**src/rtl/display_pkg.sv**
```systemverilog
// rtl/display_pkg.sv - shared constants and types for the 7-segment scan display
package display_pkg;

  localparam int NUM_DIGITS = 4;

  typedef logic [1:0] digit_addr_t;

  // Active-high segments, bit order {g,f,e,d,c,b,a}
  localparam logic [6:0] SEG_0   = 7'h3F;
  localparam logic [6:0] SEG_1   = 7'h06;
  localparam logic [6:0] SEG_2   = 7'h5B;
  localparam logic [6:0] SEG_3   = 7'h4F;
  localparam logic [6:0] SEG_4   = 7'h66;
  localparam logic [6:0] SEG_5   = 7'h6D;
  localparam logic [6:0] SEG_6   = 7'h7D;
  localparam logic [6:0] SEG_7   = 7'h07;
  localparam logic [6:0] SEG_8   = 7'h7F;
  localparam logic [6:0] SEG_9   = 7'h6F;
  localparam logic [6:0] SEG_OFF = 7'h00;

endpackage

```
**src/rtl/bcd_to_7seg.sv**
```systemverilog
// rtl/bcd_to_7seg.sv - combinational BCD to 7-segment decoder, non-BCD codes dark
module bcd_to_7seg
  import display_pkg::*;
(
  input  logic [3:0] bcd,
  output logic [6:0] segments
);

  // Map each BCD digit to its segment pattern; codes 10..15 show nothing
  always_comb begin
    segments = SEG_OFF;
    case (bcd)
      4'd0:    segments = SEG_0;
      4'd1:    segments = SEG_1;
      4'd2:    segments = SEG_2;
      4'd3:    segments = SEG_3;
      4'd4:    segments = SEG_4;
      4'd5:    segments = SEG_5;
      4'd6:    segments = SEG_6;
      4'd7:    segments = SEG_7;
      4'd8:    segments = SEG_8;
      4'd9:    segments = SEG_9;
      default: segments = SEG_OFF;
    endcase
  end

endmodule

```
**src/rtl/display_scan_controller.sv**
```systemverilog
// rtl/display_scan_controller.sv - 4-digit multiplexed 7-segment scan driver with blanking
module display_scan_controller
  import display_pkg::*;
#(
  parameter int PRESCALE     = 4096,
  parameter int BLANK_CYCLES = 64
) (
  input  logic       clk_in,
  input  logic       reset_n_in,
  input  logic       enable,
  input  logic       blank_leading_zero,
  input  logic [3:0] dp_mask,
  input  logic [3:0] digit_data,
  output logic [1:0] mux_address,
  output logic [6:0] segment_out,
  output logic       dp_out,
  output logic [3:0] digit_enable
);

  localparam int CW = $clog2(PRESCALE);

  logic [CW-1:0] slot_count;
  logic [CW-1:0] slot_count_next;
  digit_addr_t   addr;
  logic          leading;
  logic          wrap;
  logic          latch;
  logic          suppress;
  logic [6:0]    decoded;

  bcd_to_7seg u_decode (
    .bcd      (digit_data),
    .segments (decoded)
  );

  // Slot timing and leading-zero decision for the digit currently being latched
  always_comb begin
    wrap            = (slot_count == CW'(PRESCALE - 1));
    latch           = (slot_count == CW'(BLANK_CYCLES - 1));
    slot_count_next = wrap ? '0 : slot_count + 1'b1;
    suppress        = blank_leading_zero && leading && (digit_data == 4'd0) && (addr != 2'd0);
  end

  // Slot counter and digit address; scan runs 3 -> 2 -> 1 -> 0 and parks at 3 when disabled
  always_ff @(posedge clk_in or negedge reset_n_in) begin
    if (!reset_n_in) begin
      slot_count <= '0;
      addr       <= 2'd3;
    end else if (!enable) begin
      slot_count <= '0;
      addr       <= 2'd3;
    end else begin
      slot_count <= slot_count_next;
      if (wrap) addr <= addr - 2'd1;
    end
  end

  // Leading flag: rearmed on entry to digit 3, survives only while zeros are being blanked
  always_ff @(posedge clk_in or negedge reset_n_in) begin
    if (!reset_n_in) begin
      leading <= 1'b1;
    end else if (!enable) begin
      leading <= 1'b1;
    end else if (wrap && addr == 2'd0) begin
      leading <= 1'b1;
    end else if (latch && addr != 2'd0) begin
      leading <= suppress;
    end
  end

  // Segment/dp latched once per slot after the mux settles; digit drive dark during blanking
  always_ff @(posedge clk_in or negedge reset_n_in) begin
    if (!reset_n_in) begin
      segment_out  <= SEG_OFF;
      dp_out       <= 1'b0;
      digit_enable <= '0;
    end else if (!enable) begin
      segment_out  <= SEG_OFF;
      dp_out       <= 1'b0;
      digit_enable <= '0;
    end else begin
      if (latch) begin
        segment_out <= suppress ? SEG_OFF : decoded;
        dp_out      <= dp_mask[addr];
      end
      digit_enable <= (int'(slot_count_next) >= BLANK_CYCLES) ? (4'b0001 << addr) : 4'b0000;
    end
  end

  assign mux_address = addr;

endmodule

```
**config.mk**
```make
export PLATFORM = sky130hd
export DESIGN_NAME = display_scan_controller
export DESIGN_NICKNAME = d
export VERILOG_FILES = /design/src/rtl/display_pkg.sv /design/src/rtl/bcd_to_7seg.sv /design/src/rtl/display_scan_controller.sv
export SDC_FILE = /design/constraint.sdc
export NUM_CORES = 1
export LEC_CHECK = 0
export BUFFER_PORTS_ARGS = -buffer_cell sky130_fd_sc_hd__buf_4
export CELL_PAD_IN_SITES_DETAIL_PLACEMENT = 0
export CELL_PAD_IN_SITES_GLOBAL_PLACEMENT = 1
export CORE_MARGIN = 1
export CORE_UTILIZATION = 43
export CTS_CLUSTER_SIZE = 28
export DETAILED_ROUTE_END_ITERATION = 16
export PLACE_DENSITY = 0.85
export SLEW_MARGIN = 0
export SYNTH_ARGS = -nofsm -noshare
export SYNTH_HDL_FRONTEND = slang
export SYNTH_SLANG_ARGS = --single-unit
```
**constraint.sdc**
```tcl
create_clock -name clk_in -period 2.3 [get_ports clk_in]
set_input_delay 0.115 -clock clk_in [delete_from_list [all_inputs] [get_ports clk_in]]
set_output_delay 0.115 -clock clk_in [all_outputs]
set_load 0.005 [all_outputs]
```
==> Yosys cells after proc, flatten, opt, wreduce, memory -nomap -nowiden <==
Memories as Yosys holds them, arrays and structs flattened.
Index checks and enable logic that the tools add are counted.
{ "totals": {"register_bits": 27, "romBits": 112, "inputBits": 12, "wordCells": 41, "memories": 1} }
{ "classes": {"n_addsub": 2, "magnitude_cmp": 2, "eq_ne": 5, "shifts": 1, "muxes": 16, "n_reduce_logical": 8} }
{ "memory_table": {"columns": ["memory", "words", "word_bits", "rd", "rd_clocked_by_memory_dff", "write_ports", "line", "text"], "rows": [
  ["(no name shown)", 16, 7, 1, 0, 0, "bcd_to_7seg.sv:12", "case (bcd)"]
]} }
{ "ops": {"columns": ["op", "n"], "rows": [
  ["two-way mux 12 bit", 2],
  ["two-way mux 7 bit", 3],
  ["adder 12 x 1 -> 12 bit, second input constant", 1],
  ["equality test 12 bit, second input constant", 1],
  ["equality test 12 x 6 -> 1 bit, second input constant", 1],
  ["greater-or-equal comparator 12 x 7 -> 1 bit, second input constant", 1],
  ["two-way mux 4 bit", 2],
  ["two-way mux 1 bit", 6],
  ["logical AND 1 bit", 5],
  ["zero test 4 bit", 1],
  ["two-way mux 2 bit", 2],
  ["inequality test 2 x 1 -> 1 bit, second input constant", 2],
  ["left shift 1 x 2 -> 4 bit, first input constant", 1],
  ["less-than comparator 2 x 3 -> 1 bit, second input constant", 1],
  ["inequality test 3 x 1 -> 1 bit, second input constant", 1],
  ["binary-select mux 1 bit (select 2 bit)", 1],
  ["zero test 2 bit", 1],
  ["nonzero test 2 bit", 1],
  ["subtractor 2 x 1 -> 2 bit, second input constant", 1]
]} }

==> Depth between registers and ports, before layout <==
Gate-level depths: netlist of run 1.
{ "logic_depth": {"ltp_word": 6, "depth_mapped": 7, "ltp_nobuf": 7} }

==> Modules after synthesis <==
A second synthesis of run 1 with hierarchy kept.
{ "unflattened": {"hier_cells": 159, "hier_area_um2": 1617.8} }
{ "modules_own_cells": {"columns": ["module", "instances", "cells_each", "area_per_inst_um2", "seq_area_each_um2"], "rows": [
  ["display_scan_controller", 1, 131, 1398.8, 679.4],
  ["bcd_to_7seg", 1, 28, 219.0, 0.0]
]} }

==> Least setup slack after synthesis of run 1 <==
OpenSTA, ideal clock, no wires.
{ "synth_path": {"path_kind": "register to register", "from": "register slot_count[0]", "to": "register digit_enable[0]", "t_arrival_ns": 1.626, "required_time_ns": 2.163, "path_slack_ns": 0.537, "stages_incl_launch_ff": 8, "n_path_buf": 1, "synth_period_minus_slack_ns": 1.763, "cell_sequence": "dfrtp_1 -> ha_1 -> buf_6 -> inv_1 -> nor4_1 -> xor2_1 -> a211oi_1 -> a21oi_1"} }
{ "synth_between": {"elab_chain_cells": 5, "word_cells_on_any_way": 6} }
{ "synth_rtl": {"columns": ["item", "line", "text"], "rows": [
  ["start, declared", "display_scan_controller.sv:22", "logic [CW-1:0] slot_count;"],
  ["start signal, assigned", "display_scan_controller.sv:53", "slot_count <= slot_count_next;"],
  ["adder 12 x 1 -> 12 bit / equality test 12 bit (equally long branches)", "display_scan_controller.sv:40, display_scan_controller.sv:38", null],
  ["two-way mux 12 bit (*)", "display_scan_controller.sv:40", "slot_count_next = wrap ? '0 : slot_count + 1'b1;"],
  ["greater-or-equal comparator 12 x 7 -> 1 bit (*)", "display_scan_controller.sv:86", "digit_enable <= (int'(slot_count_next) >= BLANK_CYCLES) ? (4'b0001 << addr) : 4'b0000;"],
  ["two-way mux 4 bit (*)", "display_scan_controller.sv:86", null],
  ["two-way mux 4 bit (*)", "display_scan_controller.sv:77", "end else if (!enable) begin"],
  ["end signal, assigned", "display_scan_controller.sv:86", null],
  ["end, declared", "display_scan_controller.sv:17", "output logic [3:0] digit_enable"]
]} }
Every way passes the cells marked *; elsewhere a longest branch is shown, timed or not.
A chain may end at the register's enable or synchronous reset.

==> Worst setup path after layout of run 1 <==
Ends and elaborated chain as after synthesis.

==> run_results.csv, run 1 <==
group,metric,value,unit
yosys,yosysTopAreaCellShare,37.1,%
placement,place_hpwl,2.48,mm
die,coreArea,0.00347,sq mm
yosys,synth-xor-area-share,4.86,%
worst_setup_path,cp.required,2.44,ns
yosys,synth-seq-cells,27,
layout,fillCellCount,334,
global_routing,overflow,0,
worst_setup_path,worstRegToRegCells,6,
routing,drc_errors,0,
layout,fin_cells,237,
timing,finalSetupViolCount,0,
layout,final_cell_mix,"buf_4 (26), dfrtp_1 (24), nand2_1 (22)",
die,die_w,63.4,microns
power,leakagePower,0.905,nW
timing,skew,0.00368,ns
clock_network,post_cts_resized,0,
layout,synthToLayoutAreaGrowth,15.7,%
clock_network,htree_levels,1,
timing,min_period_over_period,87.1,%
placement,numPlacedInstances,232,
global_routing,grt_pass1_vias,1338,
yosys,synth_warnings,0,
layout,final_common_cell,"buf_4",
yosys,synthArstFlopShare,100,%
timing,finalHoldViolations,0,
yosys,synth_top_cell_by_area,"dfrtp_1",
timing,rsz0062_at_grt,"no",
clock_network,cts_tree,"yes",
yosys,synth-simple-area-share,24.5,%
routing,totalWireLength,3.31,mm
clock_network,cts_buffers,3,
timing,fin_hold_ws,0.116,ns
yosys,synthCells,167,
die,rows,21,
global_routing,grt_pass1_wl,5.78,mm
routing,routed_via_density,5.44,
clock_network,cts_root_buffer,"clkbuf_8",
global_routing,gr-usage-all-layers,18.3,%
yosys,synth_top_family_by_area,"simple AND/OR/NAND/NOR gates",
worst_setup_path,cp-startpoint,"slot_count[0]",
die,die-area,0.00402,sq mm
clock_network,clk_path_buf_depth,2,
job,maxCapViolations,0,
yosys,mappedNetlistNets,190,
global_routing,grt_max_degree,28,
yosys,synth_compound_area_share,12.0,%
layout,antenna_cells,0,
clock_network,cts.sinks,27,
clock_network,clk_latency,0.27,ns
yosys,ys.flop_type,"dfrtp_1",
layout,drive_gt1_share,22.0,%
worst_hold_path,min_path_type,"primary input to flop",
placement,place.gp.congestion,0.858,
worst_setup_path,r2r-end,"digit_enable[0]",
power,p_per_area,443,mW/mm^2
worst_setup_path,cp-end-kind,"flop",
yosys,synth_adder_area_share,8.49,%
timing,maxSlewViolCount,0,
worst_setup_path,critPathKind,"flop to flop",
yosys,synthDistinctLibCells,42,
yosys,syn_area,0.00162,sq mm
die,start_util,46.7,%
timing,fmax,0.499,GHz
routing,wl_per_cell,13.9,microns
yosys,yosysSeqAreaShare,41.9,%
worst_setup_path,worstPathMaxFanout,7,
timing,worst_pin_slew,0.511,ns
die,dieHeight,63.4,microns
routing,drt-initial-drc-count,61,
yosys,avgSynthCellArea,9.70,sq um
global_routing,antenna_found_initial,0,
layout,ff_latch_area,679,sq um
layout,fin_util,54.0,%
status,outcome,"finished, final reports clean",
yosys,yosys-top-cells-area,"dfrtp_1 (37%), ha_1 (8.5%), nand2_1 (5.1%), dfstp_2 (4.9%), xor2_1 (3.2%)",
placement,io_buffers,25,
yosys,synth_edf_count,0,
worst_setup_path,reg2reg_slack,0.30,ns
worst_setup_path,worstPathArrival,2.15,ns
routing,ant_nets,0,
routing,vias,1289,
worst_setup_path,cp-start-kind,"flop",
worst_hold_path,hp-start,"enable",
power,ir_drop,0.173,mV
layout,multi_input_area,861,sq um
timing,period_needed,2.00,ns
timing,finalSetupTns,0,ns
routing,firstDrtPassIters,4,
layout,nNetsFinal,215,
worst_setup_path,crit_end,"digit_enable[0]",
worst_setup_path,r2r_start,"slot_count[0]",
power,p_total,0.830,mW
clock_network,clk_pin_slew,0.09,ns
timing,slew_headroom,65.7,%
yosys,muxShareOfSynthArea,3.32,%
die,ios,26,
-- metrics by stage --
step | setup slack, ns | area, sq um
4_1_cts | 0.290 | 1870
3_5_place_dp | 0.312 | 1820
5_1_grt | 0.101 | 1870
3_3_place_gp | 0.385 | 1820
2_1_floorplan | 0.537 | 1620
6_report | 0.296 | 1870
-- metal layers --
layer | vias up | wire length, microns | track usage [%]
met2 | 33 | 1690 | 31.4
met5 | - | 0 | 0
li1 | 628 | - | -
met3 | 4 | 141 | 2.72
met4 | 0 | 38 | 9.09
met1 | 624 | 1430 | 22.2
-- where the power goes --
part | internal, mW | total, mW | leakage, nW | switching (mW)
Clock | 0.124 | 0.272 | 0.0228 | 0.148
Combinational | 0.0293 | 0.0703 | 0.518 | 0.0410
Sequential | 0.479 | 0.488 | 0.364 | 0.00950
Total | 0.632 | 0.830 | 0.905 | 0.198
-- worst min-delay path by stage --
stage / end / cells after the start / slack (ns)
global route: mux_address[0] / 2 / 0.13
floorplan: digit_enable[0] / 0 / -0.18
finish: mux_address[0] / 2 / 0.12
detailed placement: slot_count[11] / 1 / 0.05
CTS: mux_address[0] / 2 / 0.10
global placement: slot_count[11] / 1 / 0.04
-- registers in the layout, summed over array words and instances (netlist names) --
signal and count:
segment_out 7, leading 1, mux_address 2, digit_enable 4, slot_count 12, dp_out 1
-- worst max-delay path, cell delays in order (launching register included) --
cell      delay (ns)
dfrtp_1         0.50
ha_1            0.22
inv_1           0.08
nor4_1          0.35
xor2_1          0.14
a211oi_1        0.44
a21oi_1         0.14
-- kinds of logic (layout without fill, tap and decap cells) --
kind of cell / Yosys count / after routing
XOR/XNOR: 9 / 9
flip-flops: 27 / 27
multiplexers: 4 / 4
adder cells (fa/ha/maj): 11 / 11
AND/OR/NAND/NOR: 70 / 70
buffers and inverters: 14 / 38
AO/OA/AOI/OAI: 32 / 32
-- synthesized netlist by cell type, types with 3 or more instances --
library cell and instances:
dfrtp_1 24, nand2_1 22, ha_1 11, a21oi_1 10, nor2_1 9, nand3_1 8, inv_1 7, and2_1 6
o21ai_0 6, xor2_1 6, nand4_1 4, o21ai_1 4, a21oi_2 3, buf_6 3, dfstp_2 3, xnor2_1 3
-- cell type report --
type,instances,share of cell area (%)
Clock buffer,4,2.40
Inverter,7,1.40
Multi-Input combinational cell,126,45.9
Sequential cell,27,36.2
Tap cell,46,3.07
Timing Repair Buffer,27,10.9
-- timing repair --
item / 4_1_cts / 5_1_grt
hold buffers: 1 / 0
endpoints found under the hold margin: 24 / 0
buffers inserted: 0 / 0
(Power assumes the default switching activity.)
==> inputs of run 2 (changes only) <==
--- a/config.mk
+++ b/config.mk
@@ -12,7 +12,7 @@
 export CORE_UTILIZATION = 43
 export CTS_CLUSTER_SIZE = 28
 export DETAILED_ROUTE_END_ITERATION = 16
-export PLACE_DENSITY = 0.85
+export PLACE_DENSITY_LB_ADDON = 0.1
 export SLEW_MARGIN = 0
 export SYNTH_ARGS = -nofsm -noshare
 export SYNTH_HDL_FRONTEND = slang
==> run 2 against run 1 <==
  * Via count decreased by 3.6%
  * Total power is essentially flat
  * Wire length fell by 1.0%
  * Largest cell class unchanged
==> run_results.csv, run 2 (same netlist as run 1, synthesis figures left out) <==
group,metric,value,unit
status,outcome,"finished, final reports clean",
timing,layout_setup_ws,0.371,ns
die,rows,21,
timing,fmax,0.518,GHz
clock_network,cts.sinks,27,
worst_setup_path,crit_family,"simple AND/OR/NAND/NOR gates",
worst_setup_path,worstRegToRegCells,5,
layout,final_common_cell,"buf_4",
clock_network,cts_tree,"yes",
global_routing,grt_pass1_wl,5.71,mm
placement,place_area,0.00182,sq mm
worst_setup_path,cp_slowest_stage_delay,0.49,ns
clock_network,clk_pin_slew,0.09,ns
power,p_int,0.632,mW
clock_network,htree_levels,1,
layout,nNetsFinal,215,
routing,vias,1243,
timing,finalSetupTns,0,ns
routing,ant_nets,0,
worst_setup_path,crit_buf_inv,0,
worst_setup_path,r2r_start,"slot_count[2]",
job,maxCapViolations,0,
clock_network,cts_buffers,3,
placement,io_buffers,25,
worst_setup_path,cp-start-kind,"flop",
global_routing,gr-usage-all-layers,18.0,%
worst_setup_path,r2r-end,"digit_enable[2]",
routing,wl_per_cell,13.8,microns
power,power_frac_seq,58.6,%
worst_setup_path,path_depth,5,
timing,skew,0.00434,ns
power,p_clk_share,32.9,%
die,die_w,63.4,microns
die,coreArea,0.00347,sq mm
layout,fillCellCount,344,
worst_setup_path,crit_end,"digit_enable[2]",
worst_setup_path,worstPathMaxFanout,8,
placement,numPlacedInstances,232,
die,start_util,46.7,%
routing,firstDrtPassIters,4,
clock_network,post-cts-setup-buffers,0,
worst_setup_path,cp-end-kind,"flop",
routing,drc_errors,0,
routing,routed_via_density,5.24,
timing,rsz0062_at_grt,"no",
clock_network,clk_path_buf_depth,2,
die,die-area,0.00402,sq mm
layout,antenna_cells,0,
worst_setup_path,cp-startpoint,"slot_count[2]",
power,ir_drop,0.219,mV
placement,pre_cts_ws,0.371,ns
layout,synthToLayoutAreaGrowth,15.7,%
power,switching_share,23.8,%
timing,min_period_over_period,83.9,%
layout,fin_cells,237,
worst_setup_path,critPathKind,"flop to flop",
clock_network,holdBufCountCts,1,
clock_network,clk_latency,0.27,ns
layout,top_register,"slot_count",
global_routing,overflow,0,
timing,maxSlewViolCount,0,
clock_network,post_cts_resized,0,
routing,drt-initial-drc-count,54,
timing,period_needed,1.93,ns
power,power_switching,0.198,mW
placement,place_hpwl,2.42,mm
global_routing,grt_max_degree,28,
worst_setup_path,slowest_stage,"dfrtp_1",
worst_setup_path,worstPathArrival,2.07,ns
timing,worst_pin_slew,0.480,ns
timing,finalHoldViolations,0,
layout,largest_reg_flops,12,
timing,finalSetupViolCount,0,
worst_hold_path,min_path_type,"primary input to flop",
timing,fin_hold_ws,0.108,ns
global_routing,antenna_found_initial,0,
clock_network,cts_root_buffer,"clkbuf_8",
die,dieHeight,63.4,microns
routing,totalWireLength,3.27,mm
power,p_comb_share,8.5,%
power,p_total,0.830,mW
power,leakagePower,0.905,nW
global_routing,grt_pass1_vias,1225,
worst_setup_path,worstPathCellList,"nand4_1 -> nor4_1 -> xor2_1 -> a211oi_1 -> a21oi_1",
layout,reg_top3,"slot_count: 12 flops, segment_out: 7 flops, digit_enable: 4 flops",
placement,place.gp.congestion,0.809,
timing,slew_headroom,67.7,%
layout,final_cell_mix,"buf_4 (26), dfrtp_1 (24), nand2_1 (22)",
power,p_per_area,443,mW/mm^2
die,ios,26,
worst_setup_path,reg2reg_slack,0.37,ns
layout,design_area,0.00187,sq mm
worst_setup_path,cp.required,2.44,ns
layout,drive_gt1_share,22.0,%
layout,fin_util,54.0,%
-- run 2: cell counts in the layout (fill, tap and decap cells not counted) --
Identical to the previous run, type by type.
-- run 2: worst min path at each step --
stage / start / endpoint / slack (ns) / depth (start not counted)
after global routing: enable / mux_address[0] / 0.13 / 2
after global placement: reset_n_in / slot_count[11] / 0.05 / 1
after CTS: enable / mux_address[0] / 0.11 / 2
after detailed placement: reset_n_in / slot_count[9] / 0.05 / 1
after floorplan: reset_n_in / digit_enable[0] / -0.18 / 0
final: enable / mux_address[0] / 0.11 / 2
-- run 2: area by class of cell --
class	count	area, sq um	share of cell area, %
multi-input combinational	126	861	45.9
clock buffer	4	45.0	2.40
sequential	27	679	36.2
inverter	7	26.3	1.40
tap	46	57.6	3.07
timing repair buffer	27	205	10.9
-- run 2: worst reg2reg max path, stage by stage, from the launching register on --
cell and delay, ns:
dfrtp_1 0.49, nand4_1 0.25, nor4_1 0.36, xor2_1 0.14
a211oi_1 0.42, a21oi_1 0.14
-- run 2: routing by layer --
| layer | vias to the layer above | global-route usage [%] | share of wire [%] |
|---|---|---|---|
| met4 | 0 | 6.25 | 1.2 |
| met2 | 27 | 27.5 | 47 |
| met1 | 582 | 25.8 | 49 |
| met5 | - | 0 | 0 |
| li1 | 628 | - | - |
| met3 | 6 | 2.72 | 2.8 |
-- run 2: power groups by stage --
stage	Clock, mW	Sequential (mW)	Combinational (mW)
final	0.273	0.487	0.0702
after global placement	0	0.495	0.0690
after floorplan	0	0.492	0.0417
after global routing	0.298	0.488	0.0814
after CTS	0.281	0.487	0.0716
after detailed placement	0	0.496	0.0701
==> inputs of run 3 (changes only) <==
==> constraint.sdc (replaced) <==
create_clock -name clk_in -period 1.9 [get_ports clk_in]
set_input_delay 0.095 -clock clk_in [delete_from_list [all_inputs] [get_ports clk_in]]
set_output_delay 0.095 -clock clk_in [all_outputs]
set_load 0.005 [all_outputs]
==> run 3 against run 2 <==
  * Setup slack worse by 0.27 ns
  * Total power up 22%
  * Register-to-register slack lost 0.27 ns
  * Sequential share of layout area shrank 1.2 points
  * Global-route usage is 0.71 points higher
  * Utilization up 1.9 points
  * Highest routed layer unchanged
  * Critical path depth decreased by 1
  * Die area did not move
  * Cell count grew 3.4%
==> run_results.csv, run 3 (same netlist as run 1, synthesis figures left out) <==
group,metric,value,unit
timing,fin_hold_ws,0.110,ns
worst_setup_path,r2r_start,"slot_count[6]",
routing,top_layer,"met4",
worst_setup_path,worstRegToRegCells,4,
worst_setup_path,reg2reg_slack,0.10,ns
clock_network,cts_tree,"yes",
placement,numPlacedInstances,240,
worst_setup_path,critPathKind,"flop to flop",
layout,final_cell_mix,"buf_4 (34), dfrtp_1 (23), nand2_1 (22)",
power,switching_share,23.6,%
worst_setup_path,worstPathArrival,1.96,ns
worst_setup_path,cp_slowest_stage_delay,0.63,ns
layout,top_register,"slot_count",
routing,ant_nets,0,
clock_network,clk_path_buf_depth,2,
timing,skew,0.00107,ns
power,p_int,0.773,mW
routing,firstDrtPassIters,4,
power,power_switching,0.239,mW
layout,largest_reg_flops,12,
timing,finalSetupTns,0,ns
global_routing,gr-usage-all-layers,18.7,%
clock_network,clk_pin_slew,0.09,ns
timing,fmax,0.556,GHz
placement,pre_cts_ws,0.145,ns
timing,worst_pin_slew,0.511,ns
placement,place_hpwl,2.55,mm
worst_setup_path,cp-end-kind,"flop",
die,start_util,46.7,%
layout,fin_cells,245,
placement,place.gp.congestion,0.878,
worst_setup_path,r2r-end,"slot_count[7]",
timing,finalSetupViolCount,0,
power,power_frac_seq,57.7,%
job,maxCapViolations,0,
worst_setup_path,worstPathMaxFanout,7,
power,ir_drop,0.564,mV
die,die_w,63.4,microns
die,coreArea,0.00347,sq mm
worst_setup_path,cp-start-kind,"flop",
global_routing,grt_pass1_wl,5.91,mm
routing,routed_via_density,5.45,
power,p_per_area,522,mW/mm^2
routing,met1_length,1.59,mm
clock_network,post-cts-setup-buffers,0,
routing,wl_met3,136,microns
routing,wl_per_cell,14.1,microns
layout,drive_gt1_share,26.1,%
timing,period_needed,1.80,ns
worst_hold_path,min_to,"mux_address[0]",
layout,final_common_cell,"buf_4",
routing,vias,1335,
routing,drt-initial-drc-count,62,
status,outcome,"finished, final reports clean",
timing,slew_headroom,65.6,%
power,p_comb_share,10.1,%
worst_hold_path,hp-start,"enable",
timing,layout_setup_ws,0.102,ns
clock_network,htree_levels,1,
clock_network,cts_root_buffer,"clkbuf_8",
timing,min_period_over_period,94.6,%
placement,place_area,0.00188,sq mm
layout,reg_top3,"slot_count: 12 flops, segment_out: 7 flops, digit_enable: 4 flops",
clock_network,clk_latency,0.27,ns
worst_hold_path,hold_depth,2,
layout,synthToLayoutAreaGrowth,19.8,%
global_routing,overflow,0,
clock_network,cts_buffers,3,
routing,totalWireLength,3.46,mm
die,die-area,0.00402,sq mm
clock_network,cts.sinks,27,
worst_setup_path,slowest_stage,"or4_1",
die,ios,26,
routing,wl_met2,1.71,mm
worst_setup_path,worstPathCellList,"nand4_1 -> or4_1 -> nand2_1 -> nor2_1",
die,dieHeight,63.4,microns
layout,antenna_cells,0,
timing,finalHoldViolations,0,
die,rows,21,
routing,drc_errors,0,
worst_setup_path,cp.required,2.06,ns
layout,nNetsFinal,223,
global_routing,antenna_found_initial,0,
global_routing,grt_max_degree,28,
power,p_clk_share,32.2,%
worst_hold_path,min_path_type,"primary input to flop",
global_routing,grt_pass1_vias,1253,
timing,maxSlewViolCount,0,
power,leakagePower,0.942,nW
layout,design_area,0.00194,sq mm
placement,io_buffers,25,
run 3: worst max-delay path, delay by kind of cell (launching register included):
| family | cells | cell delay [ns] |
|---|---|---|
| flops | 1 | 0.48 |
| simple gates | 4 | 1.20 |
run 3: worst max path at each step:
stage | startpoint | endpoint
after CTS | slot_count[8] | segment_out[2]
after floorplan | slot_count[0] | digit_enable[0]
final | slot_count[6] | slot_count[7]
after detailed placement | slot_count[8] | segment_out[2]
after global placement | slot_count[6] | digit_enable[0]
after global routing | slot_count[6] | slot_count[7]
run 3: routing by layer:
metal | up-vias | GRT usage (%)
met5 | - | 0
met4 | 0 | 3.98
met3 | 2 | 3.99
met2 | 30 | 31.6
met1 | 657 | 24.4
li1 | 646 | -
run 3: power groups by stage:
stage	logic, mW	registers (mW)	clock network [mW]
final	0.102	0.584	0.327
after global routing	0.115	0.585	0.366
after CTS	0.103	0.584	0.337
after detailed placement	0.101	0.595	0
after global placement	0.100	0.594	0
after floorplan	0.0505	0.596	0
run 3: repair_timing:
action                                  in CTS  in global routing
endpoints found under the setup margin       0                  2
endpoints found under the hold margin       24                  0
gates resized for setup                      0                  2
hold buffers                                 1                  0
run 3: area by class of cell:
type,instances,area [sq um]
Fill cell,330,1530
Multi-Input combinational cell,126,867
Sequential cell,27,681
Timing Repair Buffer,35,265
Tap cell,46,57.6
Clock buffer,4,45.0
Inverter,7,26.3
run 3: through the flow:
step           utilization, %  total power [mW]
3_5_place_dp             54.2             0.696
3_3_place_gp             54.2             0.694
6_report                 56.0              1.01
2_1_floorplan               -             0.647
5_1_grt                  56.0              1.07
4_1_cts                  55.8              1.02
